**src/rtl/branch_redirect_ctrl.sv**
```systemverilog
// branch_redirect_ctrl: direct-mapped BTB predictor for IF plus EX-stage
// mispredict redirect/flush sequencer that holds the redirect across fetch stalls.
module branch_redirect_ctrl #(
  parameter int         INDEX_W  = 4,
  parameter logic [1:0] CNT_INIT = 2'b01
) (
  input  logic        clk,
  input  logic        rst,
  input  logic [31:0] IfPc,
  output logic        PredTaken,
  output logic [31:0] PredTarget,
  input  logic        ExValid,
  input  logic        ExIsBranch,
  input  logic        ExIsJump,
  input  logic [31:0] ExPc,
  input  logic        ExJumpFlag,
  input  logic [31:0] ExTarget,
  input  logic        ExPredTaken,
  input  logic [31:0] ExPredTarget,
  input  logic        FetchStall,
  output logic        RedirectValid,
  output logic [31:0] RedirectPc,
  output logic        FlushIF,
  output logic        FlushID,
  output logic [31:0] BranchCnt,
  output logic [31:0] MispredictCnt
);
  localparam int N  = 1 << INDEX_W;
  localparam int TW = 32 - INDEX_W - 2;
  typedef enum logic {IDLE, PENDING} state_t;
  state_t              r_state;
  logic [31:0]         r_pc;
  logic                r_valid [N];
  logic [TW-1:0]       r_tag   [N];
  logic [31:0]         r_tgt   [N];
  logic [1:0]          r_cnt   [N];
  logic [INDEX_W-1:0]  w_if_idx, w_ex_idx;
  logic                w_if_hit, w_ex_hit, w_r, w_m;
  logic [31:0]         w_corr;
  assign w_if_idx = IfPc[INDEX_W+1:2];
  assign w_ex_idx = ExPc[INDEX_W+1:2];
  assign w_if_hit = r_valid[w_if_idx] && r_tag[w_if_idx] == IfPc[31:INDEX_W+2];
  assign w_ex_hit = r_valid[w_ex_idx] && r_tag[w_ex_idx] == ExPc[31:INDEX_W+2];
  assign PredTaken  = w_if_hit && r_cnt[w_if_idx][1];
  assign PredTarget = w_if_hit ? r_tgt[w_if_idx] : IfPc + 32'd4;
  assign w_r    = ExValid && (ExIsBranch || ExIsJump) && r_state == IDLE;
  assign w_m    = w_r && (ExJumpFlag ? (!ExPredTaken || ExPredTarget != ExTarget) : ExPredTaken);
  assign w_corr = ExJumpFlag ? ExTarget : ExPc + 32'd4;
  always_comb begin
    RedirectValid = w_m || r_state == PENDING;
    RedirectPc    = r_state == PENDING ? r_pc : (w_m ? w_corr : 32'd0);
    FlushIF       = w_m || (r_state == PENDING && FetchStall);
    FlushID       = FlushIF;
  end
  always_ff @(posedge clk) begin
    if (rst) begin
      r_state       <= IDLE;
      r_pc          <= 32'd0;
      BranchCnt     <= 32'd0;
      MispredictCnt <= 32'd0;
    end else begin
      if (w_r) BranchCnt <= BranchCnt + 32'd1;
      if (w_m) MispredictCnt <= MispredictCnt + 32'd1;
      if (r_state == IDLE && w_m && FetchStall) begin
        r_state <= PENDING;
        r_pc    <= w_corr;
      end else if (r_state == PENDING && !FetchStall) begin
        r_state <= IDLE;
      end
    end
  end
  // Lookup reads the array combinationally, so this edge-time write is naturally read-before-write.
  always_ff @(posedge clk) begin
    if (rst) begin
      for (int i = 0; i < N; i++) begin
        r_valid[i] <= 1'b0;
        r_cnt[i]   <= CNT_INIT;
      end
    end else if (w_r) begin
      if (w_ex_hit) begin
        if (ExJumpFlag) r_tgt[w_ex_idx] <= ExTarget;
        r_cnt[w_ex_idx] <= ExJumpFlag ? (r_cnt[w_ex_idx] == 2'd3 ? 2'd3 : r_cnt[w_ex_idx] + 2'd1)
                                      : (r_cnt[w_ex_idx] == 2'd0 ? 2'd0 : r_cnt[w_ex_idx] - 2'd1);
      end else if (ExJumpFlag) begin
        r_valid[w_ex_idx] <= 1'b1;
        r_tag[w_ex_idx]   <= ExPc[31:INDEX_W+2];
        r_tgt[w_ex_idx]   <= ExTarget;
        r_cnt[w_ex_idx]   <= ExIsJump ? 2'b11 : 2'b10;
      end
    end
  end
endmodule

```
**config.mk**
```make
export PLATFORM = sky130hd
export DESIGN_NAME = branch_redirect_ctrl
export DESIGN_NICKNAME = d
export VERILOG_FILES = /design/src/rtl/branch_redirect_ctrl.sv
export SDC_FILE = /design/constraint.sdc
export NUM_CORES = 2
export LEC_CHECK = 0
export ABC_CLOCK_PERIOD_IN_PS = 8090
export BUFFER_PORTS_ARGS = -buffer_cell sky130_fd_sc_hd__buf_2
export CORE_MARGIN = 3
export CORE_UTILIZATION = 30
export CTS_CLUSTER_SIZE = 10
export DETAILED_ROUTE_END_ITERATION = 12
export GPL_TIMING_DRIVEN = 0
export PLACE_DENSITY = 0.5
export SLEW_MARGIN = 30
export SYNTH_ARGS = -nofsm -noshare
export SYNTH_HDL_FRONTEND = slang
export SYNTH_SLANG_ARGS = --single-unit
```
**constraint.sdc**
```tcl
create_clock -name clk -period 8.09 [get_ports clk]
set_input_delay 1.618 -clock clk [delete_from_list [all_inputs] [get_ports clk]]
set_output_delay 1.618 -clock clk [all_outputs]
set_load 0.02 [all_outputs]
```
After elaboration in Yosys (flattened, before gate mapping) --
Memory sizes are Yosys's and may differ from the RTL's. Cells that the tools add are included.
Storage, ports and cells: output and inout bits 132, memories kept 4, input port bits 136, register bits after elaboration 97, bits in writable memories 976
Operators by class: muxes and demuxes 34, equality and inequality tests 4, reduce and logical (&&, ||, !) cells 20, bitwise operators 3, add/subtract/negate cells 6
Memories:
- r_tgt | words 16, width 32, rd ports 1, clocked after Yosys merged registers in 0, write ports 1, RTL line 35 | logic [31:0] r_tgt [N];
- r_tag | words 16, width 26, rd ports 2, clocked after Yosys merged registers in 0, write ports 1, RTL line 34 | logic [TW-1:0] r_tag [N];
- r_cnt | words 16, width 2, rd ports 2, clocked after Yosys merged registers in 0, write ports 16, RTL line 36 | logic [1:0] r_cnt [N];
- r_valid | words 16, width 1, rd ports 2, clocked after Yosys merged registers in 0, write ports 16, RTL line 33 | logic r_valid [N];
Operator list (count):
- $mux 32 | 5
- $add 32x1->32 const B | 2
- $add 32x3->32 const B | 2
- $eq 26x26->1 | 2
- $ne 32x32->1 | 1
- $mux 1 | 22
- $logic_and 1x1->1 | 10
- $mux 2 | 5
- $mux 4 | 2
- $logic_or 1x1->1 | 4
- $add 2x1->2 const B | 1
- $eq 2x2->1 const B | 1
- $logic_not 1->1 | 2
- $logic_not 2->1 | 1
- $or 1x1->1 | 2
- $reduce_bool 2->1 | 1
- $reduce_or 2->1 | 1
- $sub 2x1->2 const B | 1
- $not 1->1 | 1
- $reduce_or 1->1 | 1

Logic depth before layout (Yosys ltp) --
An unclocked memory read counts as a cell.
depth in word-level cells 10, gate-level depth with buffers 15

Worst setup path after synthesis --
Ideal clock, no wire load.
path type input port to output port, start point input IfPc[3], end point output PredTarget[10], setup slack 1.852 ns, cell stages on the path 11, required time 6.472 ns, arrival 4.620 ns, path through clkbuf_1 > buf_2 > buf_1 > buf_1 > mux4_2 > mux4_2 > xnor2_1 > nand4_1 > buf_2 > buf_2 > a21oi_1
Between the ends: word-level cells in the longest chain between the ends 4, elaborated cells on any way between the ends 7, classes of those cells 1 x add/sub; 1 x eq/ne; 1 x mux; 1 x reduce/logical; 3 x memory
Ends and longest elaborated chain:
- start: declaration | RTL line 9 | input logic [31:0] IfPc,
- $mem_v2 16x26
- $eq 26x26->1 | RTL line 42 | assign w_if_hit = r_valid[w_if_idx] && r_tag[w_if_idx] == IfPc[31:INDEX_W+2];
- $logic_and 1x1->1 | RTL line 42
- $mux 32 (*) | RTL line 45 | assign PredTarget = w_if_hit ? r_tgt[w_if_idx] : IfPc + 32'd4;
- end: declaration | RTL line 11 | output logic [31:0] PredTarget,
Every way passes the cells marked *; elsewhere a longest branch is shown, timed or not.

Final worst setup path --
start point input ExPc[3], end point output RedirectPc[31]
Between the ends: word-level cells in the longest chain between the ends 4
Ends and longest elaborated chain:
- start: declaration | RTL line 15 | input logic [31:0] ExPc,
- $add 32x3->32 | RTL line 48 | assign w_corr = ExJumpFlag ? ExTarget : ExPc + 32'd4;
- $mux 32 | RTL line 48
- $mux 32 (2 in a row) | RTL line 51 | RedirectPc = r_state == PENDING ? r_pc : (w_m ? w_corr : 32'd0);
- end: declaration | RTL line 22 | output logic [31:0] RedirectPc,
Every way passes these cells.

==> PnR_summary.wiki <==
{| class="wikitable"
! Metric !! Value
|-
| DRT iter0 DRCs || 3577
|-
| Initial core utilization || 0.303
|-
| WL final || 173 mm
|-
| Required time reported for the critical path endpoint || 6.47 ns
|-
| Post-route worst setup slack || 0.214 ns
|-
| Number of flops mapped to enable cells by yosys || 960
|-
| Main combinational cell family by area after synthesis || multiplexers
|-
| Synth top area share || 0.600
|-
| Simple-gate area share of the yosys netlist || 0.0584
|-
| CORE AREA || 0.159 mm^2
|-
| DRT met1 WL || 72.0 mm
|-
| Post-detailed-route DRC marker count || 0
|-
| Type of the worst min-delay path || register to register
|-
| Clock Sink Count || 1073
|-
| Slew at the pin closest to its max-slew limit || 1.23 ns
|-
| Comb power frac || 0.086
|-
| HPWL after detailed placement || 125 mm
|-
| Most instantiated library cell after synthesis || sky130_fd_sc_hd__edfxtp_1
|-
| Hold Crit Depth || 2
|-
| Vias after detailed routing || 29740
|-
| Global route overflow || 0
|-
| Psw || 3010 uW
|-
| Clock transition at the registers of the reported paths || 0.05 ns
|-
| Clock latency on the worst-skew pair || 0.76 ns
|-
| Count of state elements after synthesis || 1073
|-
| Final Hold Violating Endpoints || 0
|-
| DR vias/cell || 5.45
|-
| Critical path capture point type || output pin
|-
| Main area contributors after synthesis || sky130_fd_sc_hd__edfxtp_1, sky130_fd_sc_hd__mux4_2, sky130_fd_sc_hd__dfxtp_1
|-
| Cell count after synthesis || 2841
|-
| Critical path data arrival time || 6.26 ns
|-
| Fmax achieved || 127 MHz
|-
| Global placer's final weighted congestion || 0.862
|-
| Synth Warn # || 0
|-
| CTS H-tree depth || 4
|-
| Category of the critical setup timing path || input port to output pin
|-
| Bufs on Longest Clock Path || 3
|-
| Cell area after technology mapping || 0.0481 mm^2
|-
| Finished Core Util || 0.364
|-
| Vias in the first global route || 29173
|-
| Share of the clock period used by the worst path after layout || 0.974
|-
| Run status || finished, final reports clean
|-
| Proportion of synthesized area in mux cells || 0.203
|-
| Clock share of power || 0.432
|-
| Worst clock skew || 0.0341 ns
|-
| Post-DR wirelength/cell || 31.7 um
|-
| Synthesized net count || 2984
|-
| Number of buffers inserted during clock tree synthesis || 132
|-
| Post-synthesis compound-gate area fraction || 0.0338
|-
| DIE WIDTH || 406 um
|-
| Die footprint || 0.165 mm^2
|-
| Routed Antenna Nets || 0
|-
| Iteration count of the initial detailed-routing pass || 5
|-
| Routed length on met3 || 14.2 mm
|-
| Share of layout cells above drive strength 1 || 0.307
|-
| Global-route wire length before repair || 236 mm
|-
| Pleak || 0.0189 uW
|-
| Seq/Total Area, Yosys || 0.647
|-
| Initial antenna violation count || 24
|-
| Sort of element at the start of the critical path || input port
|-
| Ranking of synthesized cells by instance count || sky130_fd_sc_hd__edfxtp_1, sky130_fd_sc_hd__mux4_2, sky130_fd_sc_hd__nor2_1
|-
| Number of rows in the core area || 146
|-
| Placement-stage worst setup slack || -0.884 ns
|-
| Pin count of the biggest net entering global routing || 30
|-
| Yosys top cell by area || sky130_fd_sc_hd__edfxtp_1
|-
| Number of max-capacitance violations reported || 0
|-
| Primary FF master, synth || sky130_fd_sc_hd__edfxtp_1
|-
| Worst supply voltage drop on vdd || 0.000173 V
|-
| FFs w/ async S/R, synth || 0
|-
| Highest Signal Layer || met5
|-
| Cell at the root of the clock tree || sky130_fd_sc_hd__clkbuf_16
|-
| Sw Share || 0.239
|-
| Proportion of power drawn by flip-flops and latches || 0.482
|-
| Highest fanout seen on the critical path || 10
|-
| Total Routing Usage GR || 0.207
|-
| CTS tree || built
|-
| Unique masters post-synth || 65
|-
| Setup TNS || 0 ns
|-
| RSZ-0062 raised after global routing || false
|-
| Worst R2R Setup Slack || 3.44 ns
|-
| Post-place instance area || 0.0538 mm^2
|-
| Number of nets at the end of the flow || 3449
|-
| Total power density per cell area || 218 mW/mm^2
|-
| Mean cell area of the mapped netlist || 16.9 um^2
|-
| Xor/xnor share of the synthesized area || 0.0359
|-
| Depth of the worst register-to-register path || 12
|-
| Number of max-slew violations in the final report || 0
|-
| P&R area growth vs syn || 20.2%
|-
| Overall die height || 406 um
|-
| IO Count || 268
|-
| Minimum clock period || 7.88 ns
|-
| Met2 wire length || 82.0 mm
|-
| Total internal power || 9590 uW
|-
| Area of all placed cells without fillers || 0.0578 mm^2
|-
| Buffers on Ports || 262
|-
| Slew HR || 0.170
|-
| Endpoints failing setup || 0
|-
| Hold buffer count at cts || 0
|-
| Adder-Cell Fraction of Synth Area || 0.00203
|}
-- logic make-up (layout without fill, tap and decap cells) --
family / count (synthesis) / count (layout)
flip-flops: 1073 / 1073
buffers and inverters: 207 / 736
multiplexers: 500 / 500
AO/OA/AOI/OAI: 253 / 253
other: 0 / 13
AND/OR/NAND/NOR: 603 / 603
XOR/XNOR: 197 / 197
adder cells (fa/ha/maj): 8 / 8
-- power by group through the flow --
| stage | sequential, uW | clock (uW) | combinational [uW] |
|---|---|---|---|
| after floorplan | 6190 | 0 | 564 |
| after global placement | 6190 | 0 | 1060 |
| after detailed placement | 6190 | 0 | 1080 |
| after CTS | 6070 | 5540 | 1090 |
| after global routing | 6070 | 5780 | 1130 |
| final | 6070 | 5450 | 1080 |
-- critical path: stages --
cell and delay, ns:
sky130_fd_sc_hd__buf_2 0.22, sky130_fd_sc_hd__buf_4 0.30, sky130_fd_sc_hd__buf_4 0.32, sky130_fd_sc_hd__clkbuf_2 0.59, sky130_fd_sc_hd__buf_2 0.42, sky130_fd_sc_hd__nand4_1 0.27, sky130_fd_sc_hd__nor4_2 0.51, sky130_fd_sc_hd__nand2_1 0.22
sky130_fd_sc_hd__nor3_1 0.42, sky130_fd_sc_hd__nand3_1 0.17, sky130_fd_sc_hd__xor2_1 0.17, sky130_fd_sc_hd__nor2_1 0.16, sky130_fd_sc_hd__nor2_1 0.06, sky130_fd_sc_hd__o21ai_1 0.49, sky130_fd_sc_hd__buf_2 0.28
-- worst paths after layout --
| kind | startpoint | endpoint |
|---|---|---|
| worst min-delay path | r_pc[26] | r_pc[26] |
| worst min register to register | r_pc[26] | r_pc[26] |
| worst max-delay path | ExPc[3] | RedirectPc[31] |
| worst max register to register | r_tag[4][19] | r_tag[8][9] |
-- stage by stage --
stage / cells / total power [uW] / hold slack [ns]
floorplan: 2841 / 6750 / 0.436
global placement: 5175 / 7250 / 0.444
detailed placement: 5241 / 7270 / 0.450
CTS: 5442 / 12700 / 0.457
global route: 5442 / 13000 / 0.474
finish: 5455 / 12600 / 0.455
-- flip-flops by register name (all words and copies together) (netlist names) --
name           flops
r_cnt             32
r_valid           16
MispredictCnt     32
r_tgt            512
r_state            1
r_tag            416
BranchCnt         32
r_pc              32
-- routing by layer --
layer	vias to the layer above	global-route usage
met5	-	0
met4	10	0.0570
met3	255	0.0464
met2	1340	0.331
met1	15792	0.283
li1	12343	-
-- area by class of cell --
type | instances | area (um^2)
antenna | 13 | 32.5
buffer | 187 | 958
clock buffer | 178 | 3600
clock inverter | 20 | 231
fill | 14958 | 101000
inverter | 20 | 75.1
multi-input combinational | 1561 | 16200
sequential | 1073 | 31100
tap | 2072 | 2590
timing repair buffer | 331 | 2950
-- timing repair --
action | CTS | global route
endpoints found under the setup margin | 33 | 29
endpoints found under the hold margin | 0 | 0
pin swaps | 1 | 0
resized for setup | 11 | 9
buffers inserted | 3 | 0
-- layout by cell type (no fill, tap or decap), types with 7 or more instances in the layout --
| master | count |
|---|---|
| sky130_fd_sc_hd__edfxtp_1 | 960 |
| sky130_fd_sc_hd__mux4_2 | 378 |
| sky130_fd_sc_hd__buf_2 | 306 |
| sky130_fd_sc_hd__nor2_1 | 197 |
| sky130_fd_sc_hd__nand2_1 | 137 |
| sky130_fd_sc_hd__clkbuf_16 | 136 |
| sky130_fd_sc_hd__clkbuf_1 | 117 |
| sky130_fd_sc_hd__dfxtp_1 | 113 |
| sky130_fd_sc_hd__xor2_1 | 110 |
| sky130_fd_sc_hd__mux2i_1 | 103 |
| sky130_fd_sc_hd__a21oi_1 | 92 |
| sky130_fd_sc_hd__xnor2_1 | 87 |
| sky130_fd_sc_hd__nand3_1 | 61 |
| sky130_fd_sc_hd__buf_16 | 53 |
| sky130_fd_sc_hd__o21ai_0 | 44 |
| sky130_fd_sc_hd__nand4_1 | 42 |
| sky130_fd_sc_hd__nor3_1 | 33 |
| sky130_fd_sc_hd__buf_4 | 29 |
| sky130_fd_sc_hd__nor2_4 | 27 |
| sky130_fd_sc_hd__and3_1 | 25 |
| sky130_fd_sc_hd__clkbuf_2 | 24 |
| sky130_fd_sc_hd__a22oi_1 | 20 |
| sky130_fd_sc_hd__inv_1 | 16 |
| sky130_fd_sc_hd__nor4_1 | 16 |
| sky130_fd_sc_hd__mux2_2 | 15 |
| sky130_fd_sc_hd__o2bb2ai_1 | 15 |
| sky130_fd_sc_hd__and2_1 | 14 |
| sky130_fd_sc_hd__a21o_1 | 14 |
| sky130_fd_sc_hd__diode_2 | 13 |
| sky130_fd_sc_hd__buf_6 | 11 |
| sky130_fd_sc_hd__or3_1 | 10 |
| sky130_fd_sc_hd__a221oi_1 | 9 |
| sky130_fd_sc_hd__o21ai_1 | 8 |
| sky130_fd_sc_hd__buf_1 | 7 |
| sky130_fd_sc_hd__and4_1 | 7 |
| sky130_fd_sc_hd__a22o_1 | 7 |
| sky130_fd_sc_hd__ha_1 | 7 |
Power figures use the tool's default switching activity.
